[src/rtl/mac_accumulator.sv]
// Purpose: folds a registered 32-bit product into an ACC_W accumulator (clear/load/add/sub).
// Latency: accept edge -> EXEC, next edge -> DONE with result held; 1 op per 2 cycles streaming.
// Backpressure: result held in DONE until i_out_ready; o_in_ready follows i_out_ready in DONE.
module mac_accumulator #(
    parameter int ACC_W = 40,
    parameter int SAT   = 1
) (
    input  logic             i_clk,
    input  logic             i_rst,
    input  logic             i_in_valid,
    output logic             o_in_ready,
    input  logic [31:0]      i_prod,
    input  logic [1:0]       i_op,
    output logic             o_out_valid,
    input  logic             i_out_ready,
    output logic [ACC_W-1:0] o_acc_out,
    output logic             o_ovf,
    output logic [7:0]       o_cnt
);

    typedef enum logic [1:0] {
        IDLE = 2'd0,
        EXEC = 2'd1,
        DONE = 2'd2
    } state_t;

    localparam logic [1:0] OP_CLEAR = 2'b00;
    localparam logic [1:0] OP_LOAD  = 2'b01;
    localparam logic [1:0] OP_ADD   = 2'b10;
    localparam logic [1:0] OP_SUB   = 2'b11;

    state_t             r_state;
    state_t             w_state_nxt;
    logic [31:0]        r_prod;
    logic [1:0]         r_op;
    logic [ACC_W-1:0]   r_acc;
    logic               r_ovf;
    logic [7:0]         r_cnt;

    logic               w_accept;
    logic [ACC_W-1:0]   w_prod_ext;
    logic [ACC_W:0]     w_sum;
    logic [ACC_W:0]     w_diff;
    logic [7:0]         w_cnt_inc;
    logic [ACC_W-1:0]   w_acc_nxt;
    logic               w_ovf_nxt;
    logic [7:0]         w_cnt_nxt;

    // Next-state and handshake decode; in_ready is forced low while reset is asserted.
    always_comb begin
        w_state_nxt = r_state;
        o_in_ready  = 1'b0;
        case (r_state)
            IDLE: begin
                o_in_ready = 1'b1;
                if (i_in_valid) w_state_nxt = EXEC;
            end
            EXEC: begin
                w_state_nxt = DONE;
            end
            DONE: begin
                o_in_ready = i_out_ready;
                if (i_out_ready) w_state_nxt = i_in_valid ? EXEC : IDLE;
            end
            default: begin
                w_state_nxt = IDLE;
            end
        endcase
        if (i_rst) o_in_ready = 1'b0;
    end

    assign w_accept   = i_in_valid & o_in_ready;
    assign w_prod_ext = {{(ACC_W-32){1'b0}}, r_prod};
    assign w_sum      = {1'b0, r_acc} + {1'b0, w_prod_ext};
    // Top bit of the widened difference is the borrow, i.e. prod > acc.
    assign w_diff     = {1'b0, r_acc} - {1'b0, w_prod_ext};
    assign w_cnt_inc  = (r_cnt == 8'hFF) ? 8'hFF : (r_cnt + 8'd1);

    // Accumulator update for the captured opcode; ovf is sticky across ADD/SUB.
    always_comb begin
        w_acc_nxt = r_acc;
        w_ovf_nxt = r_ovf;
        w_cnt_nxt = r_cnt;
        case (r_op)
            OP_CLEAR: begin
                w_acc_nxt = '0;
                w_ovf_nxt = 1'b0;
                w_cnt_nxt = 8'd0;
            end
            OP_LOAD: begin
                w_acc_nxt = w_prod_ext;
                w_ovf_nxt = 1'b0;
                w_cnt_nxt = 8'd0;
            end
            OP_ADD: begin
                w_cnt_nxt = w_cnt_inc;
                w_acc_nxt = w_sum[ACC_W-1:0];
                if (w_sum[ACC_W]) begin
                    w_ovf_nxt = 1'b1;
                    if (SAT != 0) w_acc_nxt = '1;
                end
            end
            OP_SUB: begin
                w_cnt_nxt = w_cnt_inc;
                w_acc_nxt = w_diff[ACC_W-1:0];
                if (w_diff[ACC_W]) begin
                    w_ovf_nxt = 1'b1;
                    if (SAT != 0) w_acc_nxt = '0;
                end
            end
            default: begin
                w_acc_nxt = r_acc;
            end
        endcase
    end

    // State, operand capture on accept, and accumulator commit in EXEC.
    always_ff @(posedge i_clk) begin
        if (i_rst) begin
            r_state <= IDLE;
            r_prod  <= '0;
            r_op    <= OP_CLEAR;
            r_acc   <= '0;
            r_ovf   <= 1'b0;
            r_cnt   <= 8'd0;
        end else begin
            r_state <= w_state_nxt;
            if (w_accept) begin
                r_prod <= i_prod;
                r_op   <= i_op;
            end
            if (r_state == EXEC) begin
                r_acc <= w_acc_nxt;
                r_ovf <= w_ovf_nxt;
                r_cnt <= w_cnt_nxt;
            end
        end
    end

    assign o_out_valid = (r_state == DONE);
    assign o_acc_out   = r_acc;
    assign o_ovf       = r_ovf;
    assign o_cnt       = r_cnt;

endmodule

[config.mk]
export PLATFORM = sky130hd
export DESIGN_NAME = mac_accumulator
export DESIGN_NICKNAME = d
export VERILOG_FILES = /design/src/rtl/mac_accumulator.sv
export SDC_FILE = /design/constraint.sdc
export NUM_CORES = 1
export LEC_CHECK = 0
export ABC_AREA = 0
export CORE_MARGIN = 2
export CORE_UTILIZATION = 54
export CTS_CLUSTER_SIZE = 10
export DETAILED_ROUTE_END_ITERATION = 6
export HOLD_SLACK_MARGIN = 0.02
export PLACE_DENSITY = 0.77
export RECOVER_POWER = 100
export SLEW_MARGIN = 20
export SYNTH_ARGS = -nofsm -noshare
export SYNTH_HDL_FRONTEND = slang
export SYNTH_SLANG_ARGS = --single-unit
[constraint.sdc]
create_clock -name i_clk -period 6.02 [get_ports i_clk]
set_clock_uncertainty 0.2 [all_clocks]
set_input_delay 1.806 -clock i_clk [delete_from_list [all_inputs] [get_ports i_clk]]
set_output_delay 1.806 -clock i_clk [all_outputs]
set_load 0.01 [all_outputs]
==> run summary, run 1 <==
Synth cell types - 76
Synth Net Count - 1140
starting density of the core - 54.8%
final hold violations - 0
Netlist Area Pre-Place - 7520 sq um
global placement routability congestion - 0.999
total global-route track usage - 30.8%
number of search-and-repair iterations in the first detailed-routing pass - 6
global route overflow - 0
max_slew headroom - -76.9%
leakage power total - 0.00366 uW
path class of the lowest-slack min-delay path - reg2reg
worst supply voltage drop on vdd - 136 uV
final count of pins violating max slew - 108
CTS buffer count - 9
max-capacitance violation count - 3
dpl ws - 0.796 ns
CP required - 6.07 ns
Max Clock Freq - 184 MHz
largest driver fanout on the critical path - 44
clock edge transition at the registers on the reported setup and hold paths - 0.07 ns
hold path startpoint - o_acc_out[16]
final routed wirelength across all metal layers - 22600 um
arrival time at the worst endpoint - 5.48 ns
number of setup violations in the final report - 0
endpoint of the lowest-slack register-to-register path - o_acc_out[32]
half-perimeter wire length after placement - 16500 um
most area-consuming cells after synthesis - sky130_fd_sc_hd__dfxtp_1 (23%), sky130_fd_sc_hd__ha_1 (11%), sky130_fd_sc_hd__a21oi_1 (7.2%)
Nets - 1179
Clock Sinks - 85
number of placed instances, taps included - 1243
core region area - 13700 sq um
Yosys top cell area share - 22.6%
register-to-register setup slack - 1.43 ns
async set-reset flop share out of synthesis - 0%
run status - complete, but fails checks
number of antenna violations at the first check in global routing - 0
cell depth of the worst min-delay path - 2
nature of the critical path startpoint - primary input
number of port buffers - 88
full die area - 14900 sq um
count of placed standard cells in the final layout, fillers left out - 1259
largest net degree at the start of global routing - 50
remaining number of nets flagged by the antenna check after routing - 0
worst r2r path cells - 11
minimum setup slack in the final design - 0.593 ns
# hold bufs at CTS - 0
x dimension of the die - 122 um
amount of wire on met3 after detailed routing - 1550 um
setup TNS - 0 ns
Ports - 89
setup repair after global routing missed its margin - no
Post-Syn Area per Cell - 7.26 sq um
number of global-route vias before repair - 7328
clock insertion delay at the later pin of the skew report - 0.37 ns
met2 wire length - 10300 um
sort of element at the end of the critical path - flip-flop
routed metal-1 wire length - 10100 um
endpoint with the worst hold slack - o_acc_out[16]
top flip-flop cell by instance count after synthesis - sky130_fd_sc_hd__dfxtp_1
violations in the final reports - max-capacitance violations, max-slew violations
share of the cycle needed by the critical path after routing - 90.2%
number of antenna repair diodes - 0
Placement Rows - 43
cell type with the highest aggregate area in the netlist - sky130_fd_sc_hd__dfxtp_1
Max Buffers Root-to-Sink - 2
first-pass GRT wire length - 36500 um
DR vias - 7880
most frequently used cell type in the post-synthesis netlist - sky130_fd_sc_hd__a21oi_1
DRC violations left - 0
Synth top cells by count - sky130_fd_sc_hd__a21oi_1 (108), sky130_fd_sc_hd__nand2_1 (97), sky130_fd_sc_hd__dfxtp_1 (85), sky130_fd_sc_hd__nor2_1 (85)
TritonCTS clock tree - yes
sequential element share of the synthesized area - 22.6%
area grow syn2layout - 15.8%
die boundary height - 122 um
min Tclk post-route - 5.43 ns
fraction of final layout cells with drive strength greater than 1 - 3.89%
root buffer cell - sky130_fd_sc_hd__clkbuf_16
Hold WS - 0.292 ns
post-CTS resize count - 0
worst reg2reg startpoint - r_prod[9]
EDFF count, synth - 0
Vias/cell - 6.26
number of flip-flops and latches in the synthesized netlist - 85
number of levels in the clock H-tree - 3
P per Cell Area - 177 nW/um^2
buffers inserted by post-CTS timing repair - 0
Post-Syn Instances - 1035
synth warn - 0
Least-Margin Pin Slew - 2.65 ns
routed wire length per instance - 18.0 um
Max Used Layer - met4
category of the most critical setup path - in2reg
DRT iter0 DRCs - 780
[placed cells by master (no fill, tap or decap), types with 4 or more instances in the layout]
| cell type | count |
|---|---|
| sky130_fd_sc_hd__a211o_1 | 4 |
| sky130_fd_sc_hd__a211oi_1 | 9 |
| sky130_fd_sc_hd__a21o_1 | 7 |
| sky130_fd_sc_hd__a21oi_1 | 108 |
| sky130_fd_sc_hd__a221o_1 | 8 |
| sky130_fd_sc_hd__a221oi_1 | 11 |
| sky130_fd_sc_hd__a22oi_1 | 15 |
| sky130_fd_sc_hd__a31oi_1 | 11 |
| sky130_fd_sc_hd__and2_1 | 6 |
| sky130_fd_sc_hd__and3_1 | 14 |
| sky130_fd_sc_hd__buf_4 | 4 |
| sky130_fd_sc_hd__clkbuf_1 | 5 |
| sky130_fd_sc_hd__clkbuf_16 | 9 |
| sky130_fd_sc_hd__clkdlybuf4s50_1 | 36 |
| sky130_fd_sc_hd__dfxtp_1 | 85 |
| sky130_fd_sc_hd__dlygate4sd3_1 | 51 |
| sky130_fd_sc_hd__ha_1 | 65 |
| sky130_fd_sc_hd__inv_1 | 65 |
| sky130_fd_sc_hd__nand2_1 | 97 |
| sky130_fd_sc_hd__nand2b_1 | 16 |
| sky130_fd_sc_hd__nand3_1 | 22 |
| sky130_fd_sc_hd__nand4_1 | 8 |
| sky130_fd_sc_hd__nor2_1 | 84 |
| sky130_fd_sc_hd__nor2b_1 | 17 |
| sky130_fd_sc_hd__nor3_1 | 16 |
| sky130_fd_sc_hd__nor4_1 | 8 |
| sky130_fd_sc_hd__o211ai_1 | 17 |
| sky130_fd_sc_hd__o21a_1 | 6 |
| sky130_fd_sc_hd__o21ai_0 | 70 |
| sky130_fd_sc_hd__o21ai_1 | 13 |
| sky130_fd_sc_hd__o21bai_1 | 11 |
| sky130_fd_sc_hd__o22ai_1 | 7 |
| sky130_fd_sc_hd__o31ai_1 | 38 |
| sky130_fd_sc_hd__or2_2 | 6 |
| sky130_fd_sc_hd__or3_1 | 8 |
| sky130_fd_sc_hd__xnor2_1 | 43 |
| sky130_fd_sc_hd__xor2_1 | 7 |
[registers in the layout, summed over array words and instances, names as in the netlist]
name / flops
r_op: 2
o_acc_out: 40
o_ovf: 1
r_prod: 32
r_state: 2
o_cnt: 8
[stage by stage]
step | instance area, sq um | power [uW] | utilization [%]
final | 8700 | 1540 | 63.4
after global routing | 8700 | 1600 | 63.4
after CTS | 8720 | 1540 | 63.6
after detailed placement | 8410 | 944 | 61.3
after global placement | 8410 | 941 | 61.3
after floorplan | 7520 | 849 | -
[metal layers]
metal | track usage [%] | vias to the layer above
met2 | 48.7 | 333
met5 | 0 | -
met4 | 11.9 | 0
met3 | 5.90 | 59
met1 | 41.3 | 3679
li1 | - | 3809
[area by class of cell]
type / count / area [sq um]
timing repair buffer: 97 / 925
tap: 180 / 225
clock inverter: 7 / 80.1
clock buffer: 9 / 225
fill: 1313 / 5010
inverter: 68 / 255
multi-input combinational: 813 / 5290
sequential: 85 / 1700
[how the worst max path moves through the flow]
stage	startpoint	to	slack, ns	cells past startpoint
final	i_rst	o_acc_out[34]	0.59	7
after global routing	i_out_ready	r_prod[13]	0.39	6
after CTS	i_out_ready	o_in_ready	0.80	4
after detailed placement	i_out_ready	o_in_ready	0.80	4
after global placement	i_out_ready	o_in_ready	0.88	4
after floorplan	i_rst	o_in_ready	1.66	2
[worst max-delay path, stage by stage]
cell	delay, ns
sky130_fd_sc_hd__buf_2	0.09
sky130_fd_sc_hd__clkbuf_1	1.72
sky130_fd_sc_hd__or3_1	0.64
sky130_fd_sc_hd__nor2_1	0.16
sky130_fd_sc_hd__clkbuf_1	0.43
sky130_fd_sc_hd__a221o_1	0.44
sky130_fd_sc_hd__a21o_1	0.17
[power breakdown]
part	internal, uW	switching, uW	total (uW)
logic	130	206	336
clock network	329	276	605
registers	582	18.7	601
[kinds of logic after synthesis]
group / share of synthesized area, %
AND/OR/NAND/NOR: 20.4
XOR/XNOR: 5.83
buffers and inverters: 7.14
AO/OA/AOI/OAI: 32.4
multiplexers: 0.283
flip-flops: 22.6
adder cells (fa/ha/maj): 11.4
Note: power is estimated with default switching activity, not from simulation.
==> run 2: changes to the inputs <==
--- a/config.mk
+++ b/config.mk
@@ -5,13 +5,14 @@
 export SDC_FILE = /design/constraint.sdc
 export NUM_CORES = 1
 export LEC_CHECK = 0
-export ABC_AREA = 0
+export ABC_AREA = 1
 export CORE_MARGIN = 2
 export CORE_UTILIZATION = 54
+export CTS_CLUSTER_DIAMETER = 150
 export CTS_CLUSTER_SIZE = 10
 export DETAILED_ROUTE_END_ITERATION = 6
 export HOLD_SLACK_MARGIN = 0.02
-export PLACE_DENSITY = 0.77
+export PLACE_DENSITY = 0.75
 export RECOVER_POWER = 100
 export SLEW_MARGIN = 20
 export SYNTH_ARGS = -nofsm -noshare
==> run 2 against run 1 <==
Against the previous run:
- critical path depth down 2
- the run ends with design-rule violations, max-capacitance violations, max-slew violations left
- non-clock buffer count down 4
- total power increased by 8.5%
- critical path type unchanged
- register-to-register slack better by 1.2 ns
- area after synthesis is 34% higher
- die area increased by 33%
- clock power is 1% lower
- worst setup slack improved by 0.11 ns
- sequential power hardly changed
- sequential share of layout area is 4.3 points lower
- first-iteration DRC count is 70% higher
- largest cell class unchanged
==> run summary, run 2 <==
run status - complete, but fails checks
violations in the final reports - design-rule violations, max-capacitance violations, max-slew violations
cells traversed along the worst timing path - clkbuf_1, clkbuf_1, nor3b_1, clkbuf_2, o31ai_1
worst r2r path cells - 17 (+6)
max-capacitance violation count - 2 (-1)
logic gate share of total power - 28.5% (+6.7 points)
number of port buffers - 88 (unchanged)
area grow syn2layout - 10.5%
# hold bufs at CTS - 0 (unchanged)
clock edge transition at the registers on the reported setup and hold paths - 0.08 ns (about the same)
setup repair after global routing missed its margin - no
starting density of the core - 55.6% (+0.79 points)
number of levels in the clock H-tree - 3 (unchanged)
Synth cell types - 41 (-46%)
routed wire length per instance - 17.5 um (-2.5%)
final hold violations - 0 (unchanged)
number of search-and-repair iterations in the first detailed-routing pass - 7 (+1)
top flip-flop cell by instance count after synthesis - sky130_fd_sc_hd__dfxtp_1
setup TNS - 0 ns (unchanged)
Clk pwr share - 35.6% (-3.6 points)
Synth top cells by count - sky130_fd_sc_hd__nand2_1 (727), sky130_fd_sc_hd__inv_1 (306), sky130_fd_sc_hd__nand3_1 (143)
number of global-route vias before repair - 11000 (+50%)
async set-reset flop share out of synthesis - 0% (unchanged)
Post-Syn Instances - 1832 (+77%)
slowest cell on the critical path - sky130_fd_sc_hd__clkbuf_1
fraction of final layout cells with drive strength greater than 1 - 4.49% (+0.60 points)
number of antenna violations at the first check in global routing - 0 (unchanged)
CTS buffer count - 9 (unchanged)
total global-route track usage - 37.2% (+6.4 points)
leakage power total - 0.00631 uW (+72%)
cell type with the highest aggregate area in the netlist - sky130_fd_sc_hd__nand2_1
minimum setup slack in the final design - 0.704 ns (+0.112 ns)
number of flip-flops and latches in the synthesized netlist - 85 (unchanged)
clock insertion delay at the later pin of the skew report - 0.37 ns (about the same)
TritonCTS clock tree - yes
Sw Pwr - 652 uW (+30%)
flip-flop count of the largest register after layout - 40 (unchanged)
die boundary height - 141 um (+15%)
Placement Rows - 49 (+14%)
nature of the critical path startpoint - primary input
path class of the lowest-slack min-delay path - reg2reg
most area-consuming cells after synthesis - sky130_fd_sc_hd__nand2_1 (27%), sky130_fd_sc_hd__dfxtp_1 (17%), sky130_fd_sc_hd__inv_1 (11%)
Max Buffers Root-to-Sink - 2 (unchanged)
synth warn - 0 (unchanged)
number of antenna repair diodes - 0 (unchanged)
Least-Margin Pin Slew - 2.57 ns (-0.0797 ns)
internal power - 1020 uW (-2.0%)
Ports - 89 (unchanged)
delay contributed by the slowest stage of the critical path - 1.84 ns (+0.12 ns)
Nets - 1970 (+67%)
min Tclk post-route - 5.32 ns (-0.112 ns)
dpl ws - 0.818 ns (+0.0224 ns)
DR vias - 11600 (+48%)
Clock Sinks - 85 (unchanged)
category of the most critical setup path - in2reg
Vias/cell - 5.55 (-11%)
share of the cycle needed by the critical path after routing - 88.3% (-1.9 points)
commonest non-fill, non-tap cell in the layout - sky130_fd_sc_hd__nand2_1
Yosys top cell area share - 27.1% (+4.4 points)
largest net degree at the start of global routing - 70 (+40%)
leading cell types in the layout, fill and taps excluded - sky130_fd_sc_hd__nand2_1 (727), sky130_fd_sc_hd__inv_1 (305), sky130_fd_sc_hd__nand3_1 (143)
full die area - 19800 sq um (+33%)
Post-Syn Area per Cell - 5.51 sq um (-24%)
Synth Net Count - 1937 (+70%)
root buffer cell - sky130_fd_sc_hd__clkbuf_16
CP required - 6.07 ns (about the same)
Netlist Area Pre-Place - 10100 sq um (+34%)
half-perimeter wire length after placement - 28800 um (+75%)
Sequential Power Share - 35.8% (-3.2 points)
worst supply voltage drop on vdd - 172 uV (+26%)
final count of pins violating max slew - 65 (-40%)
DRC violations left - 5 (+5)
EDFF count, synth - 0 (unchanged)
global placement routability congestion - 1.02 (+2.4%)
core region area - 18100 sq um (+32%)
buffers inserted by post-CTS timing repair - 0 (unchanged)
DRT iter0 DRCs - 1325 (+70%)
cell depth of the worst min-delay path - 1 (-1)
arrival time at the worst endpoint - 5.36 ns (-0.12 ns)
remaining number of nets flagged by the antenna check after routing - 0 (unchanged)
sort of element at the end of the critical path - flip-flop
P per Cell Area - 150 nW/um^2 (-15%)
most frequent cell on the critical path - sky130_fd_sc_hd__clkbuf_1
largest driver fanout on the critical path - 69 (+57%)
most frequently used cell type in the post-synthesis netlist - sky130_fd_sc_hd__nand2_1
first-pass GRT wire length - 57800 um (+58%)
switching share of total power - 39.0% (+6.5 points)
final routed wirelength across all metal layers - 36800 um (+63%)
Max Clock Freq - 188 MHz (+2.1%)
post-CTS resize count - 0 (unchanged)
x dimension of the die - 141 um (+15%)
global route overflow - 0 (unchanged)
max_slew headroom - -71.6% (+5.3 points)
number of setup violations in the final report - 0 (unchanged)
sequential element share of the synthesized area - 16.9% (-5.8 points)
run 2: final cells by class:
class / instances / area [sq um]
fill: 1876 / 7000
multi-input combinational: 1359 / 6760
sequential: 85 / 1700
inverter: 317 / 1190
timing repair buffer: 93 / 906
tap: 229 / 287
clock buffer: 9 / 225
clock inverter: 7 / 77.6
run 2: metrics by stage:
stage | cells | util, % | area (sq um) | power (uW) | hold slack (ns)
after floorplan | 1832 | - | 10100 | 948 | 0.226
after global placement | 2083 | 59.8 | 10900 | 1070 | 0.241
after detailed placement | 2083 | 59.8 | 10900 | 1080 | 0.256
after CTS | 2099 | 61.5 | 11200 | 1670 | 0.269
after global routing | 2099 | 61.4 | 11100 | 1750 | 0.297
final | 2099 | 61.4 | 11100 | 1670 | 0.270
run 2: metal layers:
| metal | vias up | GRT usage, % | share of wire (%) | routed length, um |
|---|---|---|---|---|
| met5 | - | 0 | 0 | 0 |
| met4 | 0 | 13.7 | 3.3 | 1230 |
| met3 | 85 | 5.03 | 9.5 | 3480 |
| met2 | 578 | 60.1 | 44 | 16400 |
| met1 | 5292 | 50.6 | 43 | 15700 |
| li1 | 5687 | - | - | - |
run 2: path summary, 6_finish.rpt:
kind | from | endpoint | slack, ns
max | i_rst | r_prod[12] | 0.70
min | r_state[0] | r_state[1] | 0.27
max reg2reg | o_acc_out[0] | o_acc_out[33] | 2.65
min reg2reg | r_state[0] | r_state[1] | 0.27
run 2: logic make-up after synthesis:
kind of cell | count (synthesis) | synth area share (%)
simple gates | 1100 | 46.1
flops | 85 | 16.9
compound gates | 155 | 9.01
fa+ha+maj | 67 | 8.46
xor+xnor | 37 | 3.21
buf+inv | 388 | 16.3
run 2: power groups by stage:
stage / logic, uW / registers [uW] / clock network, uW
CTS: 466 / 599 / 602
floorplan: 339 / 608 / 0
global placement: 456 / 611 / 0
finish: 477 / 599 / 596
global route: 524 / 602 / 622
detailed placement: 464 / 612 / 0
run 2: worst max-delay path, delay by kind of cell:
family | cells | cell delay, ns
AO/OA/AOI/OAI | 1 | 0.53
buffers and inverters | 3 | 2.80
AND/OR/NAND/NOR | 1 | 0.15
==> run 3: changes to the inputs <==
--- a/config.mk
+++ b/config.mk
@@ -5,14 +5,13 @@
 export SDC_FILE = /design/constraint.sdc
 export NUM_CORES = 1
 export LEC_CHECK = 0
-export ABC_AREA = 1
 export CORE_MARGIN = 2
 export CORE_UTILIZATION = 54
 export CTS_CLUSTER_DIAMETER = 150
 export CTS_CLUSTER_SIZE = 10
 export DETAILED_ROUTE_END_ITERATION = 6
 export HOLD_SLACK_MARGIN = 0.02
-export PLACE_DENSITY = 0.75
+export PLACE_DENSITY = 0.77
 export RECOVER_POWER = 100
 export SLEW_MARGIN = 20
 export SYNTH_ARGS = -nofsm -noshare
==> constraint.sdc (replaced) <==
create_clock -name i_clk -period 6.02 [get_ports i_clk]
set_clock_uncertainty 0.2 [all_clocks]
set_input_delay 1.806 -clock i_clk [delete_from_list [all_inputs] [get_ports i_clk]]
set_output_delay 1.806 -clock i_clk [all_outputs]
set_load 0.05 [all_outputs]
==> run 3 against run 2 <==
Against the previous run:
- the flow finishes with violations (max-capacitance violations, max-slew violations)
- critical path type is now in2out
- largest power group unchanged
- highest routed layer unchanged
- worst setup slack got worse by 0.20 ns
- largest cell class unchanged
- final cell count is 40% lower
- via count down 32%
==> run summary, run 3 (same netlist as run 1, synthesis figures left out) <==
first-pass GRT wire length - 37400 um (-35%)
global route overflow - 0 (unchanged)
amount of wire on met3 after detailed routing - 1610 um (-54%)
sort of element at the end of the critical path - output pin
commonest non-fill, non-tap cell in the layout - sky130_fd_sc_hd__a21oi_1
final routed wirelength across all metal layers - 22800 um (-38%)
Clock Sinks - 85 (unchanged)
setup TNS - 0 ns (unchanged)
full die area - 14900 sq um (-25%)
CP required - 4.01 ns (-2.06 ns)
path class of the lowest-slack min-delay path - reg2reg
final count of pins violating max slew - 80 (+23%)
DRT iter0 DRCs - 780 (-41%)
clock edge transition at the registers on the reported setup and hold paths - 0.08 ns (about the same)
number of antenna violations at the first check in global routing - 0 (unchanged)
leading cell types in the layout, fill and taps excluded - sky130_fd_sc_hd__a21oi_1 (108), sky130_fd_sc_hd__nand2_1 (97), sky130_fd_sc_hd__nor2_1 (85), sky130_fd_sc_hd__dfxtp_1 (85), sky130_fd_sc_hd__o21ai_0 (68)
setup repair after global routing missed its margin - no
arrival time at the worst endpoint - 3.51 ns (-1.85 ns)
cells traversed along the worst timing path - clkdlybuf4s50_1, inv_1, a211oi_1, dlygate4sd3_1
number of cells on the critical path - 4 (-1)
number of levels in the clock H-tree - 3 (unchanged)
starting density of the core - 54.8% (-0.79 points)
flip-flop count of the largest register after layout - 40 (unchanged)
dpl ws - 0.581 ns (-0.237 ns)
number of antenna repair diodes - 0 (unchanged)
end of the critical path - o_in_ready
CTS buffer count - 9 (unchanged)
worst supply voltage drop on vdd - 139 uV (-19%)
remaining number of nets flagged by the antenna check after routing - 0 (unchanged)
core region area - 13700 sq um (-24%)
number of setup violations in the final report - 0 (unchanged)
minimum setup slack in the final design - 0.500 ns (-0.204 ns)
DR vias - 7879 (-32%)
x dimension of the die - 122 um (-13%)
final hold violations - 0 (unchanged)
Least-Margin Pin Slew - 2.85 ns (+0.278 ns)
clock insertion delay at the later pin of the skew report - 0.37 ns (about the same)
violations in the final reports - max-capacitance violations, max-slew violations
buffers inserted by post-CTS timing repair - 0 (unchanged)
global placement routability congestion - 0.983 (-3.9%)
root buffer cell - sky130_fd_sc_hd__clkbuf_16
routed metal-1 wire length - 9980 um (-36%)
largest driver fanout on the critical path - 2 (-97%)
number of global-route vias before repair - 7370 (-33%)
Max Buffers Root-to-Sink - 2 (unchanged)
worst reg2reg startpoint - r_prod[24]
slowest cell on the critical path - sky130_fd_sc_hd__dlygate4sd3_1
die boundary height - 122 um (-13%)
TritonCTS clock tree - yes
total buffers and inverters traversed by the critical path - 3 (unchanged)
fraction of final layout cells with drive strength greater than 1 - 3.80% (-0.70 points)
# hold bufs at CTS - 0 (unchanged)
Placement Rows - 43 (-12%)
post-layout total power - 1520 uW (-9.2%)
largest net degree at the start of global routing - 56 (-20%)
run status - complete, but fails checks
Max Used Layer - met4
DRC violations left - 0 (-5)
total global-route track usage - 31.2% (-6.0 points)
routed wire length per instance - 18.1 um (+3.2%)
max-capacitance violation count - 2 (unchanged)
Nets - 1180 (-40%)
min Tclk post-route - 5.52 ns (+0.204 ns)
post-CTS resize count - 0 (unchanged)
leakage power total - 0.00366 uW (-42%)
Max Clock Freq - 181 MHz (-3.7%)
Worst setup startpoint - i_out_ready
P per Cell Area - 175 nW/um^2 (+16%)
category of the most critical setup path - in2out
nature of the critical path startpoint - primary input
number of search-and-repair iterations in the first detailed-routing pass - 6 (-1)
max_slew headroom - -90.1% (-19 points)
endpoint of the lowest-slack register-to-register path - o_acc_out[7]
Vias/cell - 6.25 (+13%)
Ports - 89 (unchanged)
Top Family by Delay on Critical Path - buffers and inverters
worst r2r path cells - 12 (-5)
half-perimeter wire length after placement - 16500 um (-43%)
number of port buffers - 88 (unchanged)
share of the cycle needed by the critical path after routing - 91.7% (+3.4 points)
met2 wire length - 10700 um (-35%)
area grow syn2layout - 15.7%
register-to-register setup slack - 1.10 ns (-1.55 ns)
delay contributed by the slowest stage of the critical path - 0.91 ns (-0.93 ns)
==> run 3: final cells by class <==
cell class                      instances  area (sq um)
Multi-Input combinational cell        813          5280
Tap cell                              180           225
Clock buffer                            9           225
Inverter                               68           255
Fill cell                            1278          5020
Timing Repair Buffer                   98           938
Sequential cell                        85          1700
Clock inverter                          7          72.6
==> run 3: per-stage QoR <==
stage | cells | util (%) | hold slack, ns | instance area [sq um]
after CTS | 1260 | 63.6 | 0.294 | 8720
after detailed placement | 1244 | 61.4 | 0.286 | 8420
final | 1260 | 63.4 | 0.291 | 8690
after global routing | 1260 | 63.4 | 0.337 | 8690
after floorplan | 1035 | - | 0.268 | 7520
after global placement | 1244 | 61.4 | 0.283 | 8420
==> run 3: how the worst min path moves through the flow <==
stage | end | start | depth (start not counted) | slack, ns
after floorplan | o_acc_out[26] | r_prod[26] | 2 | 0.27
after global placement | o_acc_out[0] | o_acc_out[0] | 2 | 0.28
after detailed placement | o_acc_out[0] | o_acc_out[0] | 2 | 0.29
after CTS | o_acc_out[0] | o_acc_out[0] | 2 | 0.29
after global routing | o_acc_out[0] | o_acc_out[0] | 2 | 0.34
final | o_acc_out[0] | o_acc_out[0] | 2 | 0.29
==> run 3: routing by layer <==
layer	up-vias	track usage, %
met4	0	10.6
met2	337	51.2
met5	-	0
met1	3683	41.9
met3	43	4.49
li1	3816	-
==> run 3: worst register-to-register path: cells and delay by family (launching register included) <==
| kind | cells | cell delay (ns) |
|---|---|---|
| adders and majority gates | 1 | 0.46 |
| buffers and inverters | 1 | 0.07 |
| DFF | 1 | 0.36 |
| AOI/OAI and AO/OA | 7 | 2.27 |
| and+or+nand+nor | 3 | 1.49 |
==> run 3: power breakdown <==
| group | internal [uW] | leakage (uW) | switching (uW) |
|---|---|---|---|
| sequential | 582 | 0.000692 | 19.0 |
| combinational | 130 | 0.00283 | 212 |
| clock | 294 | 0.000144 | 282 |
| total | 1010 | 0.00366 | 513 |
==> patch 1: new RTL, config.mk and constraints of run 2 <==
Change the parameter `SAT` from 1 to 0.
--- a/src/rtl/mac_accumulator.sv
+++ b/src/rtl/mac_accumulator.sv
@@ -3,7 +3,7 @@
 // Backpressure: result held in DONE until i_out_ready; o_in_ready follows i_out_ready in DONE.
 module mac_accumulator #(
     parameter int ACC_W = 40,
-    parameter int SAT   = 1
+    parameter int SAT   = 0
 ) (
     input  logic             i_clk,
     input  logic             i_rst,
Formal check against the unedited RTL: not equivalent (Yosys sat finds a counterexample within 4 cycles, from zero or initial values and one cycle with i_rst high).
==> patch 1 against run 2 <==
The run ends with max-capacitance violations, max-slew violations left; wire length fell by 2.2%; via count is 1.4% lower; first-iteration DRC count fell by 5.6%; sequential power is 0.8% higher; area after synthesis decreased by 4.4%; setup slack improved by 94 ps; sequential cell count did not move; design area decreased by 2.5%; total power rose by 1.4%; global-route usage is 1.0 points higher.
==> patch 1: results (changes against run 2) <==
set qor(run_status) {complete, but fails checks} ;# unchanged
set qor(violations_in_the_final_reports) {max-capacitance violations, max-slew violations} ;# was design-rule violations, max-capacitance violations, max-slew violations
set qor(postLayoutCoreUtil_pct) 62.62 ;# was 61.42%
set qor(route.met2.wl_um) 15080 ;# was 16370 µm
set qor(synthTopCellsByCount) {sky130_fd_sc_hd__nand2_1 (629), sky130_fd_sc_hd__inv_1 (325), sky130_fd_sc_hd__nand3_1 (171)} ;# was sky130_fd_sc_hd__nand2_1 (727), sky130_fd_sc_hd__inv_1 (306), sky130_fd_sc_hd__nand3_1 (143)
set qor(vdd_ir_drop_max_mv) 0.1251 ;# was 0.1716 mV
set qor(max-slew-margin-rel_pct) -48.25 ;# was -71.61%
set qor(grt_pass1_vias) 10310 ;# was 11010
set qor(use_met3_pct) 9.971 ;# was 5.027%
set qor(final-max-slew-violation-count) 88 ;# was 65
set qor(maximum_number_of_pins_on_one_net_before_global_route_repair) 41 ;# was 70
set qor(ff2ff_setup_slack_ps) 2840 ;# was 2650 ps
set qor(detailedPlacementHpwl_um) 29010 ;# was 28820 µm
set qor(route.detailed.vias_per_inst) 5.578 ;# was 5.546
set qor(post_route_cells_drive_above_1_share_pct) 3.601 ;# was 4.492%
set qor(synth_seq_area_share_pct) 17.66 ;# was 16.87%
set qor(routed-wl-met3_um) 4150 ;# was 3484 µm
set qor(worst_hold_slack_ps) 275.5 ;# was 269.6 ps
set qor(groute.layer.met2.usage_pct) 56.83 ;# was 60.10%
set qor(post_synth_fa_ha_maj_area_fraction_pct) 8.854 ;# was 8.460%
set qor(placed_cells_incl_taps) 2041 ;# was 2083
set qor(layout.cells.non_filler) 2058 ;# was 2099
set qor(drt_iter0_markers) 1251 ;# was 1325
set qor(insertedDiodeCount) 0 ;# unchanged
set qor(synth.area.top_cells) {sky130_fd_sc_hd__nand2_1 (24%), sky130_fd_sc_hd__dfxtp_1 (18%), sky130_fd_sc_hd__inv_1 (13%)} ;# was sky130_fd_sc_hd__nand2_1 (27%), sky130_fd_sc_hd__dfxtp_1 (17%), sky130_fd_sc_hd__inv_1 (11%)
set qor(worst_path_arrival_ps) 5280 ;# was 5360 ps
set qor(yosys.area_share.xor_xnor_pct) 0.09087 ;# was 3.213%
set qor(detailedPlace.worstSlack_ps) 951.5 ;# was 818.2 ps
set qor(crit_fanout) 40 ;# was 69
set qor(grt_use_total_pct) 38.19 ;# was 37.16%
set qor(finish.net_count) 1933 ;# was 1970
set qor(grt_util_met1_pct) 53.61 ;# was 50.64%
set qor(drt_pass_1_iters) 6 ;# was 7
set qor(grt_pass1_wl_um) 54390 ;# was 57770 µm
set qor(gp_weighted_congestion) 1.018 ;# was 1.023
set qor(synth_compound_gate_area_share_pct) 12.83 ;# was 9.006%
set qor(timing.max_cap.violations) 3 ;# was 2
set qor(place_area_um2) 10580 ;# was 10860 µm²
set qor(detail_route.wirelength.met1_um) 15740 ;# was 15710 µm
set qor(timing.final.setup_violations) 0 ;# unchanged
set qor(cp_slowest_cell) {sky130_fd_sc_hd__nor3b_1} ;# was sky130_fd_sc_hd__clkbuf_1
-- patch 1: layout make-up --
class | count | area (µm²)
Clock inverter | 7 | 78.83
Timing Repair Buffer | 97 | 934.6
Fill cell | 1794 | 6489
Clock buffer | 9 | 225.2
Tap cell | 225 | 281.5
Multi-Input combinational cell | 1306 | 6411
Inverter | 329 | 1235
Sequential cell | 85 | 1702
-- patch 1: path summary, 6_finish.rpt --
kind                                                 to                      start  depth (start not counted)
worst max-delay path            r_prod[23]$_SDFFE_PP0P_                      i_rst                          6
worst min-delay path            r_state[1]$_SDFFE_PP0P_    r_state[0]$_SDFFE_PP0P_                          1
worst max register to register       o_ovf$_SDFFE_PP0P_  o_acc_out[0]$_SDFFE_PP0P_                         15
worst min register to register  r_state[1]$_SDFFE_PP0P_    r_state[0]$_SDFFE_PP0P_                          1
-- patch 1: report_power, final --
group          internal (mW)  switching [mW]  total [mW]
Combinational          0.146           0.359       0.505
Clock                  0.294           0.293       0.587
Sequential             0.584          0.0197       0.604
Total                   1.02           0.671        1.70
==> patch 2: new RTL, settings of run 2 <==
Made on the original files. Reset style: asynchronous (`i_rst`), changed in one clocked block.
--- a/src/rtl/mac_accumulator.sv
+++ b/src/rtl/mac_accumulator.sv
@@ -115,7 +115,7 @@
     end
 
     // State, operand capture on accept, and accumulator commit in EXEC.
-    always_ff @(posedge i_clk) begin
+    always_ff @(posedge i_clk or posedge i_rst) begin
         if (i_rst) begin
             r_state <= IDLE;
             r_prod  <= '0;
Behaviour: differs if i_rst is asserted again (counterexample within 4 cycles, from zero or initial values and one cycle with i_rst high); with i_rst held inactive, the same outputs for 4 cycles.
==> patch 2 against run 2 <==
Area after synthesis increased by 1.9%; worst hold slack improved by 66 ps; global-route usage is 0.29 points higher; critical path depth increased by 1; design area increased by 2.0%; setup slack gained 77 ps; synthesized cell count down 0.93%; critical endpoint is now o_in_ready; wire length grew 1.7%; sequential cell count unchanged; count of clock-buffer cells in the layout unchanged; the run ends with max-capacitance violations, max-slew violations left.
Power is left out: it rests on default switching activity, and per cell area and clock period it moved more than threefold.
==> patch 2: results (changes against run 2) <==
set qor(finish.net_count) 1960 ;# was 1970
set qor(timing.max_cap.violations) 3 ;# was 2
set qor(r2r_end) {o_ovf$_DFFE_PP0P_} ;# was o_acc_out[33]$_SDFFE_PP0P_
set qor(crit_fanout) 2 ;# was 69
set qor(route.detailed.vias_per_inst) 5.517 ;# was 5.546
set qor(detailedPlace.worstSlack_ps) 911.7 ;# was 818.2 ps
set qor(synth.area.top_cells) {sky130_fd_sc_hd__nand2_1 (25%), sky130_fd_sc_hd__dfrtp_1 (21%), sky130_fd_sc_hd__inv_1 (11%)} ;# was sky130_fd_sc_hd__nand2_1 (27%), sky130_fd_sc_hd__dfxtp_1 (17%), sky130_fd_sc_hd__inv_1 (11%)
set qor(hold_end) {o_ovf$_DFFE_PP0P_} ;# was r_state[1]$_SDFFE_PP0P_
set qor(drt_pass_1_iters) 6 ;# was 7
set qor(routed-wl-met3_um) 3713 ;# was 3484 µm
set qor(detail_route.wirelength.met1_um) 15850 ;# was 15710 µm
set qor(run_status) {complete, but fails checks} ;# unchanged
set qor(reg2reg_from) {r_state[1]$_DFFE_PP0P_} ;# was o_acc_out[0]$_SDFFE_PP0P_
set qor(drt_iter0_markers) 1021 ;# was 1325
set qor(ff2ff_setup_slack_ps) 1370 ;# was 2650 ps
set qor(violations_in_the_final_reports) {max-capacitance violations, max-slew violations} ;# was design-rule violations, max-capacitance violations, max-slew violations
set qor(detailedPlacementHpwl_um) 29350 ;# was 28820 µm
set qor(clkTransAtPathRegs_ps) 60 ;# was 80 ps
set qor(grt_pass1_vias) 10890 ;# was 11010
set qor(max-slew-margin-rel_pct) -94.07 ;# was -71.61%
set qor(post_route_cells_drive_above_1_share_pct) 4.355 ;# was 4.492%
set qor(route.met2.wl_um) 16470 ;# was 16370 µm
set qor(final-max-slew-violation-count) 203 ;# was 65
set qor(worst_hold_path.num_cells) 2 ;# was 1
set qor(synth-main-ff-cell) {sky130_fd_sc_hd__dfrtp_1} ;# was sky130_fd_sc_hd__dfxtp_1
set qor(rr_worst_depth) 8 ;# was 17
set qor(synth_seq_area_share_pct) 20.69 ;# was 16.87%
set qor(total_wire_length_um) 37410 ;# was 36790 µm
-- patch 2: kinds of logic after synthesis --
| group | count (synthesis) | share of synthesized area, % |
|---|---|---|
| buffers and inverters | 368 | 15.26 |
| AO/OA/AOI/OAI | 157 | 8.032 |
| adder cells (fa/ha/maj) | 67 | 8.300 |
| multiplexers | 2 | 0.2190 |
| XOR/XNOR | 31 | 2.641 |
| AND/OR/NAND/NOR | 1105 | 44.86 |
| flip-flops | 85 | 20.69 |
-- patch 2: area by class of cell --
class / count / area (µm²)
Timing Repair Buffer: 95 / 919.6
Inverter: 302 / 1135
Tap cell: 234 / 292.8
Clock inverter: 7 / 73.82
Sequential cell: 85 / 2127
Clock buffer: 9 / 225.2
Fill cell: 1936 / 7335
Multi-Input combinational cell: 1362 / 6598
-- patch 2: how the worst max path moves through the flow --
| stage | start | end | slack, ps |
|---|---|---|---|
| final | i_out_ready | o_in_ready | 780 |
| after CTS | i_out_ready | o_in_ready | 910 |
| after floorplan | i_rst | r_prod[19]$_DFFE_PP0P_ | 1250 |
| after detailed placement | i_out_ready | o_in_ready | 910 |
| after global placement | i_out_ready | o_in_ready | 900 |
| after global routing | i_out_ready | r_prod[26]$_DFFE_PP0P_ | 530 |
-- patch 2: through the flow --
stage | util [%] | cell area (µm²) | cells
floorplan | - | 10280 | 1815
global placement | 59.26 | 11090 | 2078
detailed placement | 59.26 | 11090 | 2078
CTS | 60.86 | 11380 | 2094
global route | 60.79 | 11370 | 2094
finish | 60.79 | 11370 | 2094
-- patch 2: layer usage --
metal  track usage, %  up-vias
li1                 -     5625
met1            50.55     5267
met2            59.09      584
met3            7.739       77
met4            14.16        0
met5                0        -
-- patch 2: worst max-delay path: stages --
cell	delay (ps)
sky130_fd_sc_hd__dlygate4sd3_1	520
sky130_fd_sc_hd__inv_1	50
sky130_fd_sc_hd__a21oi_1	110
sky130_fd_sc_hd__inv_1	60
sky130_fd_sc_hd__nor2_1	70
sky130_fd_sc_hd__dlygate4sd3_1	600
